**src/rtl/decode_issue.sv**
```systemverilog
// decode_issue: fetch/decode/execute/mem/writeback sequencer; optional HALT on illegal via DECODE_ISSUE_HALT_EN.
// Latency: R-type 4 cycles, branch 3, illegal 2, SW 4 and LW 5 plus one per mem_ack wait cycle.
// Backpressure: instr_ready only in FETCH; mem_req is held with stable address/data until mem_ack.
module decode_issue #(
    parameter int PC_W = 8
) (
    input  logic            clk,
    input  logic            rst,
    output logic [PC_W-1:0] pc,
    input  logic            instr_valid,
    output logic            instr_ready,
    input  logic [31:0]     instr,
    output logic [4:0]      rf_ra1,
    output logic [4:0]      rf_ra2,
    input  logic [31:0]     rf_rd1,
    input  logic [31:0]     rf_rd2,
    output logic [5:0]      alu_opcode,
    output logic [4:0]      alu_shamt,
    output logic [5:0]      alu_funct,
    output logic [31:0]     alu_in1,
    output logic [31:0]     alu_in2,
    input  logic [31:0]     alu_result,
    output logic            mem_req,
    output logic            mem_we,
    output logic [31:0]     mem_addr,
    output logic [31:0]     mem_wdata,
    input  logic            mem_ack,
    input  logic [31:0]     mem_rdata,
    output logic            rf_we,
    output logic [4:0]      rf_wa,
    output logic [31:0]     rf_wd,
    output logic            illegal,
    output logic            halted
);

    typedef enum logic [2:0] {
        FETCH  = 3'd0,
        DECODE = 3'd1,
        EXEC   = 3'd2,
        MEM    = 3'd3,
        WB     = 3'd4,
        HALT   = 3'd5
    } state_t;

    state_t          state;
    logic [31:0]     instr_q;
    logic [31:0]     rt_dat;

    logic [5:0]      op_q;
    logic [5:0]      fn_q;
    logic [4:0]      rt_q;
    logic [4:0]      rd_q;
    logic [31:0]     imm_sext;
    logic            is_rtype;
    logic            is_lw;
    logic            is_sw;
    logic            is_beq;
    logic            is_bne;
    logic            is_legal;
    logic            br_taken;
    logic [PC_W-1:0] pc_inc;
    logic [PC_W-1:0] pc_br;

    assign op_q     = instr_q[31:26];
    assign fn_q     = instr_q[5:0];
    assign rt_q     = instr_q[20:16];
    assign rd_q     = instr_q[15:11];
    assign imm_sext = {{16{instr_q[15]}}, instr_q[15:0]};

    // Read addresses come straight from the captured word so they are valid throughout DECODE.
    assign rf_ra1 = instr_q[25:21];
    assign rf_ra2 = instr_q[20:16];

    always_comb begin
        is_rtype = 1'b0;
        if (op_q == 6'h00) begin
            case (fn_q)
                6'h20, 6'h22, 6'h24, 6'h25, 6'h02, 6'h00: is_rtype = 1'b1;
                default:                                  is_rtype = 1'b0;
            endcase
        end
    end

    assign is_lw    = (op_q == 6'h23);
    assign is_sw    = (op_q == 6'h2B);
    assign is_beq   = (op_q == 6'h04);
    assign is_bne   = (op_q == 6'h05);
    assign is_legal = is_rtype | is_lw | is_sw | is_beq | is_bne;

    // Branch equality uses the captured operands, not the ALU result.
    assign br_taken = is_beq ? (alu_in1 == rt_dat) : (alu_in1 != rt_dat);
    assign pc_inc   = pc + PC_W'(1);
    assign pc_br    = pc_inc + imm_sext[PC_W-1:0];

`ifdef DECODE_ISSUE_HALT_EN
    assign halted = (state == HALT);
`else
    assign halted = 1'b0;
`endif

    always_ff @(posedge clk or posedge rst) begin
        if (rst) begin
            state       <= FETCH;
            pc          <= '0;
            instr_ready <= 1'b0;
            instr_q     <= '0;
            rt_dat      <= '0;
            alu_opcode  <= '0;
            alu_shamt   <= '0;
            alu_funct   <= '0;
            alu_in1     <= '0;
            alu_in2     <= '0;
            mem_req     <= 1'b0;
            mem_we      <= 1'b0;
            mem_addr    <= '0;
            mem_wdata   <= '0;
            rf_we       <= 1'b0;
            rf_wa       <= '0;
            rf_wd       <= '0;
            illegal     <= 1'b0;
        end else begin
            illegal <= 1'b0;
            case (state)
                FETCH: begin
                    instr_ready <= 1'b1;
                    if (instr_valid && instr_ready) begin
                        instr_q     <= instr;
                        instr_ready <= 1'b0;
                        state       <= DECODE;
                    end
                end
                DECODE: begin
                    rt_dat <= rf_rd2;
                    if (is_legal) begin
                        alu_opcode <= instr_q[31:26];
                        alu_shamt  <= instr_q[10:6];
                        alu_funct  <= instr_q[5:0];
                        alu_in1    <= rf_rd1;
                        alu_in2    <= (is_lw || is_sw) ? imm_sext : rf_rd2;
                        state      <= EXEC;
                    end else begin
                        illegal <= 1'b1;
`ifdef DECODE_ISSUE_HALT_EN
                        state   <= HALT;
`else
                        pc          <= pc_inc;
                        instr_ready <= 1'b1;
                        state       <= FETCH;
`endif
                    end
                end
                EXEC: begin
                    if (is_rtype) begin
                        rf_wa <= rd_q;
                        rf_wd <= alu_result;
                        rf_we <= (rd_q != 5'd0);
                        state <= WB;
                    end else if (is_lw || is_sw) begin
                        mem_req   <= 1'b1;
                        mem_we    <= is_sw;
                        mem_addr  <= alu_result;
                        mem_wdata <= rt_dat;
                        state     <= MEM;
                    end else begin
                        pc          <= br_taken ? pc_br : pc_inc;
                        instr_ready <= 1'b1;
                        state       <= FETCH;
                    end
                end
                MEM: begin
                    if (mem_ack) begin
                        mem_req <= 1'b0;
                        mem_we  <= 1'b0;
                        if (is_lw) begin
                            rf_wa <= rt_q;
                            rf_wd <= mem_rdata;
                            rf_we <= (rt_q != 5'd0);
                            state <= WB;
                        end else begin
                            pc          <= pc_inc;
                            instr_ready <= 1'b1;
                            state       <= FETCH;
                        end
                    end
                end
                WB: begin
                    rf_we       <= 1'b0;
                    pc          <= pc_inc;
                    instr_ready <= 1'b1;
                    state       <= FETCH;
                end
                HALT: begin
                    state <= HALT;
                end
                default: begin
                    state <= FETCH;
                end
            endcase
        end
    end

endmodule

```
**config.mk**
```make
export PLATFORM = sky130hd
export DESIGN_NAME = decode_issue
export DESIGN_NICKNAME = d
export VERILOG_FILES = /design/src/rtl/decode_issue.sv
export SDC_FILE = /design/constraint.sdc
export NUM_CORES = 1
export LEC_CHECK = 0
export ABC_AREA = 1
export CAP_MARGIN = 30
export CORE_ASPECT_RATIO = 0.5
export CORE_MARGIN = 3
export CORE_UTILIZATION = 47
export CTS_CLUSTER_DIAMETER = 100
export DETAILED_ROUTE_END_ITERATION = 12
export MAX_ROUTING_LAYER = met4
export PLACE_DENSITY_LB_ADDON = 0.05
export SLEW_MARGIN = 5
export SYNTH_ARGS = -nofsm -noshare
export SYNTH_HDL_FRONTEND = slang
export SYNTH_SLANG_ARGS = --single-unit
```
**constraint.sdc**
```tcl
create_clock -name clk -period 13 [get_ports clk]
set_clock_uncertainty 0.15 [all_clocks]
set_input_delay 3.25 -clock clk [delete_from_list [all_inputs] [get_ports clk]]
set_output_delay 3.25 -clock clk [all_outputs]
set_load 0.005 [all_outputs]
```
==> results of run 1 <==
[final cells by class]
cell class | instances | area [um^2]
well taps | 336 | 420
clock buffers | 29 | 681
flip-flops and latches | 262 | 6560
diodes | 1 | 2.50
fillers | 1992 | 7720
repair buffers | 379 | 3840
inverters | 132 | 507
clock inverters | 15 | 265
multi-input cells | 922 | 4330
[cells by family (layout without fill, tap and decap cells)]
kind of cell	count (synthesis)	in the layout	synth area share
simple gates	611	611	0.204
xor+xnor	29	29	0.0215
other cells	1	2	0.000318
flops	262	262	0.555
buf+inv	208	555	0.0793
mux	2	2	0.00170
compound gates	270	270	0.128
fa+ha+maj	9	9	0.0102
[worst register-to-register path: cells and delay by family, from the launching register on]
| family | cells | cell delay (ns) |
|---|---|---|
| AND/OR/NAND/NOR | 6 | 1.87 |
| buffers and inverters | 2 | 1.03 |
| flip-flops | 1 | 0.37 |
[state kept, by name (all words and copies together) (netlist names), 6 cells and up]
| signal | cells |
|---|---|
| mem_wdata | 32 |
| alu_in1 | 32 |
| alu_funct | 6 |
| mem_addr | 32 |
| instr_q | 32 |
| alu_opcode | 6 |
| rf_wd | 32 |
| pc | 8 |
| alu_in2 | 32 |
| rt_dat | 32 |
[synthesized netlist by cell type, types with 6 or more instances]
cell type	instances	area, um^2
a21oi_1	7	35.0
a31oi_1	36	225
buf_2	25	125
buf_4	11	82.6
buf_6	11	124
clkbuf_1	29	109
dfrtp_1	262	6560
ha_1	8	100
inv_1	124	465
inv_2	6	22.5
nand2_1	492	1850
nand3_1	25	125
nor2_1	72	270
o21ai_0	180	901
o21ai_1	17	85.1
o21ai_2	28	245
xnor2_1	23	201
xor2_1	6	52.6
[layer usage]
layer / GRT usage / vias to the layer above
met2: 0.443 / 313
met1: 0.358 / 5159
met5: - / -
met4: 0.0607 / 0
met3: 0.0612 / 72
li1: - / 5061
[per-stage QoR]
stage / hold WS [ns] / power, W
floorplan: 0.293 / 0.00202
global placement: 0.310 / 0.00268
detailed placement: 0.316 / 0.00272
CTS: 0.337 / 0.00358
global route: 0.357 / 0.00380
finish: 0.335 / 0.00356
[where the power goes]
| part | switching [W] | total (W) | internal (W) |
|---|---|---|---|
| logic | 0.000715 | 0.00139 | 0.000678 |
| clock network | 0.000325 | 0.000839 | 0.000515 |
| registers | 0.000230 | 0.00133 | 0.00110 |
[final timing paths]
path | startpoint | endpoint | slack (ns) | depth (start not counted)
worst max-delay path | pc[3]$_DFFE_PP0P_ | pc[3] | 8.02 | 1
worst min-delay path | rf_wd[23]$_DFFE_PP0P_ | rf_wd[23]$_DFFE_PP0P_ | 0.33 | 2
worst max register to register | instr_q[30]$_DFFE_PP0P_ | alu_opcode[5]$_DFFE_PP0P_ | 9.53 | 8
worst min register to register | rf_wd[23]$_DFFE_PP0P_ | rf_wd[23]$_DFFE_PP0P_ | 0.33 | 2
max in group asynchronous | rst | mem_wdata[2]$_DFFE_PP0P_ | 8.32 | 4
min in group asynchronous | rst | mem_addr[0]$_DFFE_PP0P_ | 3.11 | 2
[cells in the final DEF (no fill, tap or decap), types with 2 or more instances in the layout]
cell,netlist,routed
o21ai_1,17,17
xor2_1,6,6
dfrtp_1,262,262
buf_16,0,3
clkinv_2,0,4
bufinv_16,0,7
xnor2_1,23,23
clkinvlp_4,0,3
inv_2,6,4
inv_1,124,123
o21ai_2,28,27
nand3b_1,3,3
clkdlybuf4s50_1,0,368
nor2_2,4,3
clkinv_1,2,2
nand4_1,5,5
nand3_1,25,25
mux2i_1,2,2
o21ai_0,180,180
nand2_1,492,492
nor3_1,3,3
clkbuf_16,0,25
ha_1,8,8
nor2_4,0,2
a21oi_1,7,7
clkbuf_8,0,4
nor2_1,72,71
nand2_2,2,2
a31oi_1,36,36
buf_4,11,7
==> metrics.md, run 1 <==
| Metric | Value |
|---|---|
| Status | finished, final reports clean |
| First-pass GRT wire length | around 58000 um |
| I/O Pins | 370 |
| CTS hold repair buffers | 0 |
| Final WS setup | 8.02 ns |
| RePlAce Congestion | between 0.9 and 1 |
| Final slew viol count | 0 |
| Setup CP Type | register to output port |
| Core area | 0.0243 mm^2 |
| Max clock buf depth | 3 |
| Final Hold Viols | 0 |
| Worst-margin pin slew | 0.891 ns |
| Mean Syn Cell Area | 8.48 um^2 |
| H-tree depth | 1 |
| Clock Tree Root | clkbuf_16 |
| Startpoint types | register |
| Required @ worst endpoint | 9.60 ns |
| Initial core utilization | 0.485 |
| Clock Latency Late Sink | 0.53 ns |
| Setup TNS | 0 ns |
| Total gr overflow | 0 |
| Met3 wire len | 2330 um |
| Max cap viols | 0 |
| Fmax achieved | between 200 and 250 MHz |
| Die area | ~0.027 mm^2 |
| Syn nets | 1565 |
| Setup repair bufs after CTS | 0 |
| Syn. warnings | 0 |
| Wire length per cell | 17.6 um |
| Maximum vdd ir drop | 0.000127 V |
| Die Span Y | around 120 um |
| Vias per Instance | slightly above 5 |
| Drc violations | 0 |
| CTS tree | done |
| Post-layout nets | 1894 |
| Ys async rst share | 1.00 |
| Crit Path Max Fanout | 6 |
| Syn Std Cell Area | ~0.012 mm^2 |
| Share of cells above drive strength 1 | 0.0581 |
| Vias in the first global route | 10300 |
| Dpl cells | a little over 2000 |
| # clock sinks | approximately 260 |
| Top sig layer | met4 |
| Final worst path period need | 4.98 ns |
| Leakage Power | about 7.8 nW |
| Hold crit path type | register to register |
| Sequential element share of the synthesized area | 0.555 |
| Drt pass-1 iters | 5 |
| DRT antenna net count | 0 |
| Number of synthesized register bits | 262 |
| Worst path buffer plus inverter count | 1 |
| Initial drt markers | 831 |
| Placement Setup Slack | 7.30 ns |
| Final core utilization | 0.683 |
| # setup viols final | 0 |
| Slowest-stage cell, CP | clkdlybuf4s50_1 |
| Met2 Wirelength | 17400 um |
| CTS buffer count | 24 |
| Data arrival, critical path | ~1.6 ns |
| Cell Area, Placed | 0.0156 mm^2 |
| Total wire length | ~37000 um |
| Met1 wire length | 16000 um |
| CP Capture Type | output port |
| Unrepaired setup endpoints after global routing | false |
| Die W | 230 um |
| Crit-path max cell delay | ~0.56 ns |
| Row count | 40 |
| Number of antenna violations at the first check in global routing | 1 |
| EDFF count, synth | 0 |
| CP top delay family | buffers and inverters |
| Final period utilization | 0.383 |
| Dominant synthesized flop cell | dfrtp_1 |
| Design area | 0.0166 mm^2 |
| Largest net degree at the start of global routing | 110 |
| DP HPWL | 26700 um |
| Layout area overhead | 40.7% |
| Cell Chain, Critical Path | clkdlybuf4s50_1 |
| Resize count post-CTS | 0 |
| Count of different cell masters after synthesis | 34 |
| DR vias | 10600 |
| Port Buf Inserts | 368 |
| Power per cell area | 215 mW/mm^2 |
| GRT Total Usage | 0.274 |
| Non-filler instance count after layout | a little over 2000 |
| Slew HR | 0.404 |
| Synthesized instance count | 1392 |
| Clock transition at the registers of the reported paths | 0.07 ns |
Power figures use the tool's default switching activity.
==> inputs of run 2 (changes only) <==
- CORE_UTILIZATION: 47 -> 42
- clock period: 13 -> 4.1 ns (I/O delays scaled with it)
==> metrics.md, run 2 (synthesis gave the netlist of run 1 again) <==
| Metric | Value |
|---|---|
| CTS hold repair buffers | 0 (unchanged) |
| Register area | 0.00656 mm^2 (unchanged) |
| Flop2flop setup slack | 1.26 ns (was 9.53 ns) |
| Final Hold Viols | 0 (unchanged) |
| Met1 wire length | 16000 um (about the same) |
| Slowest-stage cell, CP | nor2_1 (was clkdlybuf4s50_1) |
| Share of cells above drive strength 1 | 0.0602 (was 0.0581) |
| CP top delay family | buffers and inverters (unchanged) |
| Initial drt markers | 555 (was 831) |
| Crit Path Max Fanout | 28 (was 6) |
| Final slew viol count | 0 (unchanged) |
| Vias per Instance | 4.88 (was 5.11) |
| CTS buffer count | 25 (was 24) |
| Die area | 0.0303 mm^2 (was 0.0272 mm^2) |
| Fmax achieved | between 300 and 400 MHz |
| Leakage Power | 7.79 nW (was 7.80 nW) |
| DP HPWL | 27700 um (was 26700 um) |
| Multi-input logic area | 0.00433 mm^2 (unchanged) |
| # setup viols final | 0 (unchanged) |
| CTS tree | done (unchanged) |
| Resize count post-CTS | 0 (unchanged) |
| Port Buf Inserts | 368 (unchanged) |
| Clock Tree Root | clkbuf_16 (unchanged) |
| Worst path buffer plus inverter count | 4 (was 1) |
| Worst-margin pin slew | 0.874 ns (was 0.891 ns) |
| Post-layout nets | 1899 (was 1894) |
| Power per cell area | 672 mW/mm^2 (was 215 mW/mm^2) |
| Die Span Y | 125 um (was 118 um) |
| Status | finished, final reports clean (unchanged) |
| Row count | 42 (was 40) |
| Initial core utilization | 0.437 (was 0.485) |
| Hold crit path type | register to register (unchanged) |
| Maximum vdd ir drop | 0.000370 V (was 0.000127 V) |
| Most frequent cells in the layout | 492 x nand2_1, 368 x clkdlybuf4s50_1, 262 x dfrtp_1, 180 x o21ai_0, 123 x inv_1 (unchanged) |
| DR vias | 10300 (was 10600) |
| Crit-path max cell delay | 0.65 ns (was 0.56 ns) |
| Dpl cells | 2073 (was 2028) |
| Total gr overflow | 0 (unchanged) |
| Max cap viols | 0 (unchanged) |
| # clock sinks | 262 (unchanged) |
| Vias in the first global route | 10400 (was 10300) |
| RePlAce Congestion | 0.903 (about the same) |
| Setup repair bufs after CTS | 0 (unchanged) |
| Data arrival, critical path | 3.09 ns (was 1.58 ns) |
| Cell Chain, Critical Path | inv_2 > nand2_4 > nor2_1 > inv_2 > buf_4 > buf_4 > o21ai_0 > o21ai_2 (was clkdlybuf4s50_1) |
| Required @ worst endpoint | 4.35 ns (was 9.60 ns) |
| Met3 wire len | 2000 um (was 2330 um) |
| GRT Total Usage | 0.247 (was 0.274) |
| Clock Latency Late Sink | 0.54 ns (was 0.53 ns) |
| Largest net degree at the start of global routing | 96 (was 110) |
| Placement Setup Slack | 1.21 ns (was 7.30 ns) |
| Setup CP Type | register to register (was register to output port) |
| CP Capture Type | register (was output port) |
| Final worst path period need | approximately 2.8 ns |
| Wire length per cell | 17.2 um (was 17.6 um) |
| Drc violations | 0 (unchanged) |
| I/O Pins | 370 (unchanged) |
| Final period utilization | 0.694 |
| Top sig layer | met4 (unchanged) |
| Clock transition at the registers of the reported paths | 0.06 ns (was 0.07 ns) |
| DRT antenna net count | 0 (unchanged) |
| Slew HR | 0.417 (was 0.404) |
| Drt pass-1 iters | 5 (unchanged) |
| Startpoint types | register (unchanged) |
| Die W | 243 um (was 230 um) |
| Unrepaired setup endpoints after global routing | false (unchanged) |
| Final WS setup | 1.26 ns (was 8.02 ns) |
| Max clock buf depth | 3 (unchanged) |
| First-pass GRT wire length | 58100 um (was 57600 um) |
| Non-filler instance count after layout | 2120 (was 2076) |
| Filler cell count | 2400 (was 1992) |
| Total wire length | 36500 um (was 36600 um) |
| Number of antenna violations at the first check in global routing | 1 (unchanged) |
| Core area | 0.0270 mm^2 (was 0.0243 mm^2) |
| Met2 Wirelength | 17900 um (was 17400 um) |
| Layout area overhead | 40.8% (was 40.7%) |
| H-tree depth | 1 (unchanged) |
| Commonest non-fill, non-tap cell in the layout | nand2_1 (unchanged) |
-- run 2: path summary, 6_finish.rpt --
check / startpoint / endpoint / cells after the start
max in group asynchronous: rst / mem_wdata[3]$_DFFE_PP0P_ / 3
min: instr_q[25]$_DFFE_PP0P_ / instr_q[25]$_DFFE_PP0P_ / 2
max: state[2]$_DFFE_PP0P_ / rf_wd[17]$_DFFE_PP0P_ / 8
min reg2reg: instr_q[25]$_DFFE_PP0P_ / instr_q[25]$_DFFE_PP0P_ / 2
max reg2reg: state[2]$_DFFE_PP0P_ / rf_wd[17]$_DFFE_PP0P_ / 8
min in group asynchronous: rst / mem_addr[3]$_DFFE_PP0P_ / 3
-- run 2: worst reg2reg max path: cells and delay by family, from the launching register on --
kind	cells	cell delay (ns)
AND/OR/NAND/NOR	2	0.72
AO/OA/AOI/OAI	2	0.32
buffers and inverters	4	1.06
flip-flops	1	0.46
-- run 2: area by class of cell --
class                           instances  area share
Inverter                              132      0.0303
Tap cell                              374      0.0282
Clock inverter                         13      0.0118
Sequential cell                       262       0.395
Timing Repair Buffer                  383       0.231
Clock buffer                           32      0.0428
Antenna cell                            2    0.000301
Multi-Input combinational cell        922       0.261
-- run 2: per-stage QoR --
step	hold slack (ns)	utilization	TNS, ns	cell area [um^2]	power [W]
finish	0.325	0.615	0	16600	0.0112
global placement	0.307	0.581	0	15700	0.00855
CTS	0.328	0.615	0	16600	0.0113
floorplan	0.293	-	-139.00	11800	0.00639
global route	0.355	0.615	0	16600	0.0120
detailed placement	0.313	0.581	0	15700	0.00865
-- run 2: power by group --
group	internal [W]	switching, W
clock network	0.00154	0.00103
logic	0.00214	0.00224
registers	0.00349	0.000722
-- run 2: layer usage --
metal | GRT usage | up-vias
met1 | 0.318 | 4975
met4 | 0.0463 | 0
met2 | 0.412 | 266
met5 | - | -
met3 | 0.0467 | 45
li1 | - | 5057
==> inputs of run 3 (changes only) <==
- clock period: 4.1 -> 2.3 ns (I/O delays scaled with it)
==> metrics.md, run 3 (synthesis gave the netlist of run 1 again) <==
| Metric | Value |
|---|---|
| Port Buf Inserts | 368 (unchanged) |
| Cell Chain, Critical Path | ha_2 > nand3_2 > nand3b_1 > xor2_1 > inv_1 > ha_4 > nand2_2 > nor2_1 > nand2_1 > nand3_2 > nand3b_1 > nand2_1 > nand3_2 > nand2_1 > nand2_1 > nand2_1 > nand2_1 > nand2_1 (was inv_2 > nand2_4 > nor2_1 > inv_2 > buf_4 > buf_4 > o21ai_0 > o21ai_2) |
| Dpl cells | 2102 (was 2073) |
| # clock sinks | 262 (unchanged) |
| Hold crit path type | register to register (unchanged) |
| Setup CP Type | register to register (unchanged) |
| CTS tree | done (unchanged) |
| Clock transition at the registers of the reported paths | 0.06 ns (about the same) |
| Post-layout nets | 1938 (was 1899) |
| Reg2reg path depth | 18 (was 8) |
| CP Capture Type | register (unchanged) |
| Maximum vdd ir drop | 0.000688 V (was 0.000370 V) |
| DP HPWL | 27600 um (was 27700 um) |
| Required @ worst endpoint | 2.58 ns (was 4.35 ns) |
| Leakage Power | 8.01 nW (was 7.79 nW) |
| Power per cell area | 1180 mW/mm^2 (was 672 mW/mm^2) |
| DRT antenna net count | 0 (unchanged) |
| Final WS setup | -0.149 ns (was 1.26 ns) |
| Number of antenna violations at the first check in global routing | 0 (was 1) |
| Slowest-stage cell, CP | dfrtp_1 (was nor2_1) |
| Share of cells above drive strength 1 | 0.0888 (was 0.0602) |
| I/O Pins | 370 (unchanged) |
| Worst-margin pin slew | 0.622 ns (was 0.874 ns) |
| CP top delay family | simple AND/OR/NAND/NOR gates (was buffers and inverters) |
| Row count | 42 (unchanged) |
| Crit-path max cell delay | 0.38 ns (was 0.65 ns) |
| Vias per Instance | 4.89 (was 4.88) |
| H-tree depth | 1 (unchanged) |
| Placement Setup Slack | -0.153 ns (was 1.21 ns) |
| Worst path most repeated cell | nand2_1 |
| CTS hold repair buffers | 0 (unchanged) |
| Multi-input logic area | 0.00447 mm^2 (was 0.00433 mm^2) |
| Hold path start | instr_q[25]$_DFFE_PP0P_ (unchanged) |
| Worst hold path depth | 2 (unchanged) |
| Final Hold Viols | 0 (unchanged) |
| Failing checks | setup timing |
| GRT Total Usage | 0.252 (was 0.247) |
| Crit Path Max Fanout | 3 (was 28) |
| Fmax achieved | 408 MHz (was 352 MHz) |
| Data arrival, critical path | 2.73 ns (was 3.09 ns) |
| First-pass GRT wire length | 59100 um (was 58100 um) |
| Drc violations | 0 (unchanged) |
| Slew HR | 0.585 (was 0.417) |
| Most frequent cells in the layout | 491 x nand2_1, 362 x clkdlybuf4s50_1, 256 x dfrtp_1, 180 x o21ai_0, 123 x inv_1 (was 492 x nand2_1, 368 x clkdlybuf4s50_1, 262 x dfrtp_1, 180 x o21ai_0, 123 x inv_1) |
| Core area | 0.0270 mm^2 (unchanged) |
| Unrepaired setup endpoints after global routing | true (was false) |
| Final core utilization | 0.630 (was 0.615) |
| Drt pass-1 iters | 5 (unchanged) |
| Startpoint types | register (unchanged) |
| Final slew viol count | 0 (unchanged) |
| Status | finished, violations left (was finished, final reports clean) |
| Max clock buf depth | 3 (unchanged) |
| Reg-to-reg critical path startpoint | pc[1]$_DFFE_PP0P_ (was state[2]$_DFFE_PP0P_) |
| # setup viols final | 2 (was 0) |
| Total wire length | 37900 um (was 36500 um) |
| Initial drt markers | 640 (was 555) |
| Commonest non-fill, non-tap cell in the layout | nand2_1 (unchanged) |
| Initial core utilization | 0.437 (unchanged) |
| Die Span Y | 125 um (unchanged) |
| DR vias | 10500 (was 10300) |
| Die W | 243 um (unchanged) |
| Register area | 0.00656 mm^2 (about the same) |
| Largest net degree at the start of global routing | 112 (was 96) |
| Pwr Total | 0.0201 W (was 0.0112 W) |
| Wire length per cell | 17.6 um (was 17.2 um) |
| Flop2flop setup slack | -0.15 ns (was 1.26 ns) |
| Clock Latency Late Sink | 0.54 ns (about the same) |
| Critical Path Source | pc[1]$_DFFE_PP0P_ (was state[2]$_DFFE_PP0P_) |
| Final period utilization | 1.06 (was 0.694) |
| Filler cell count | 2374 (was 2400) |
| Total gr overflow | 0 (unchanged) |
| Clock Tree Root | clkbuf_16 (unchanged) |
| Die area | 0.0303 mm^2 (unchanged) |
| Non-filler instance count after layout | 2154 (was 2120) |
| Hold EP | instr_q[25]$_DFFE_PP0P_ (unchanged) |
| Max cap viols | 0 (unchanged) |
| RePlAce Congestion | 0.887 (was 0.903) |
| ANT cells | 0 (was 2) |
| Vias in the first global route | 10500 (was 10400) |
| Worst path buffer plus inverter count | 1 (was 4) |
| Layout area overhead | 44.2% (was 40.8%) |
| CTS buffer count | 25 (unchanged) |
| Worst reg2reg path endpoint | pc[7]$_DFFE_PP0P_ (was rf_wd[17]$_DFFE_PP0P_) |
| Final worst path period need | 2.45 ns (was 2.84 ns) |
[run 3: worst max path at each step]
stage | endpoint | slack (ns) | cells past startpoint
after floorplan | alu_funct[0]$_DFFE_PP0P_ | -1.88 | 1
after detailed placement | pc[7]$_DFFE_PP0P_ | -0.15 | 18
after CTS | pc[7]$_DFFE_PP0P_ | -0.11 | 18
after global placement | pc[7]$_DFFE_PP0P_ | -0.14 | 18
final | pc[7]$_DFFE_PP0P_ | -0.15 | 18
after global routing | pc[7]$_DFFE_PP0P_ | -0.36 | 18
[run 3: final cells by class]
cell class	count	share of cell area
flip-flops and latches	262	0.386
multi-input cells	922	0.263
repair buffers	422	0.251
clock buffers	39	0.0422
inverters	132	0.0295
well taps	374	0.0275
clock inverters	3	0.00110
[run 3: worst min-delay path, delay by kind of cell (launching register included)]
kind / cells / cell delay, ns
flip-flops: 1 / 0.34
AND/OR/NAND/NOR: 2 / 0.10
[run 3: metrics by stage]
step / area, um^2 / hold WS, ns / setup TNS [ns]
2_1_floorplan: 11800 / 0.293 / -492.70
3_3_place_gp: 16000 / 0.304 / -0.231
3_5_place_dp: 16000 / 0.312 / -0.321
4_1_cts: 16900 / 0.328 / -0.125
5_1_grt: 17000 / 0.348 / -0.788
6_report: 17000 / 0.324 / -0.174
[run 3: what timing repair did]
action                                  CTS  global route
setup buffers                             3             5
pin swaps                                 2            13
endpoints found under the setup margin   11            86
gates cloned                              0             2
resized for setup                        14            20
[run 3: report_power, final]
| part | internal, W | switching (W) |
|---|---|---|
| logic | 0.00436 | 0.00432 |
| clock network | 0.00213 | 0.00176 |
| registers | 0.00624 | 0.00126 |
| total | 0.0127 | 0.00734 |
[run 3: routing by layer]
layer | track usage | up-vias | wire [um]
li1 | - | 5139 | -
met1 | 0.330 | 5052 | 16900
met2 | 0.413 | 276 | 18300
met3 | 0.0413 | 58 | 1860
met4 | 0.0579 | 0 | 929
met5 | - | - | 0
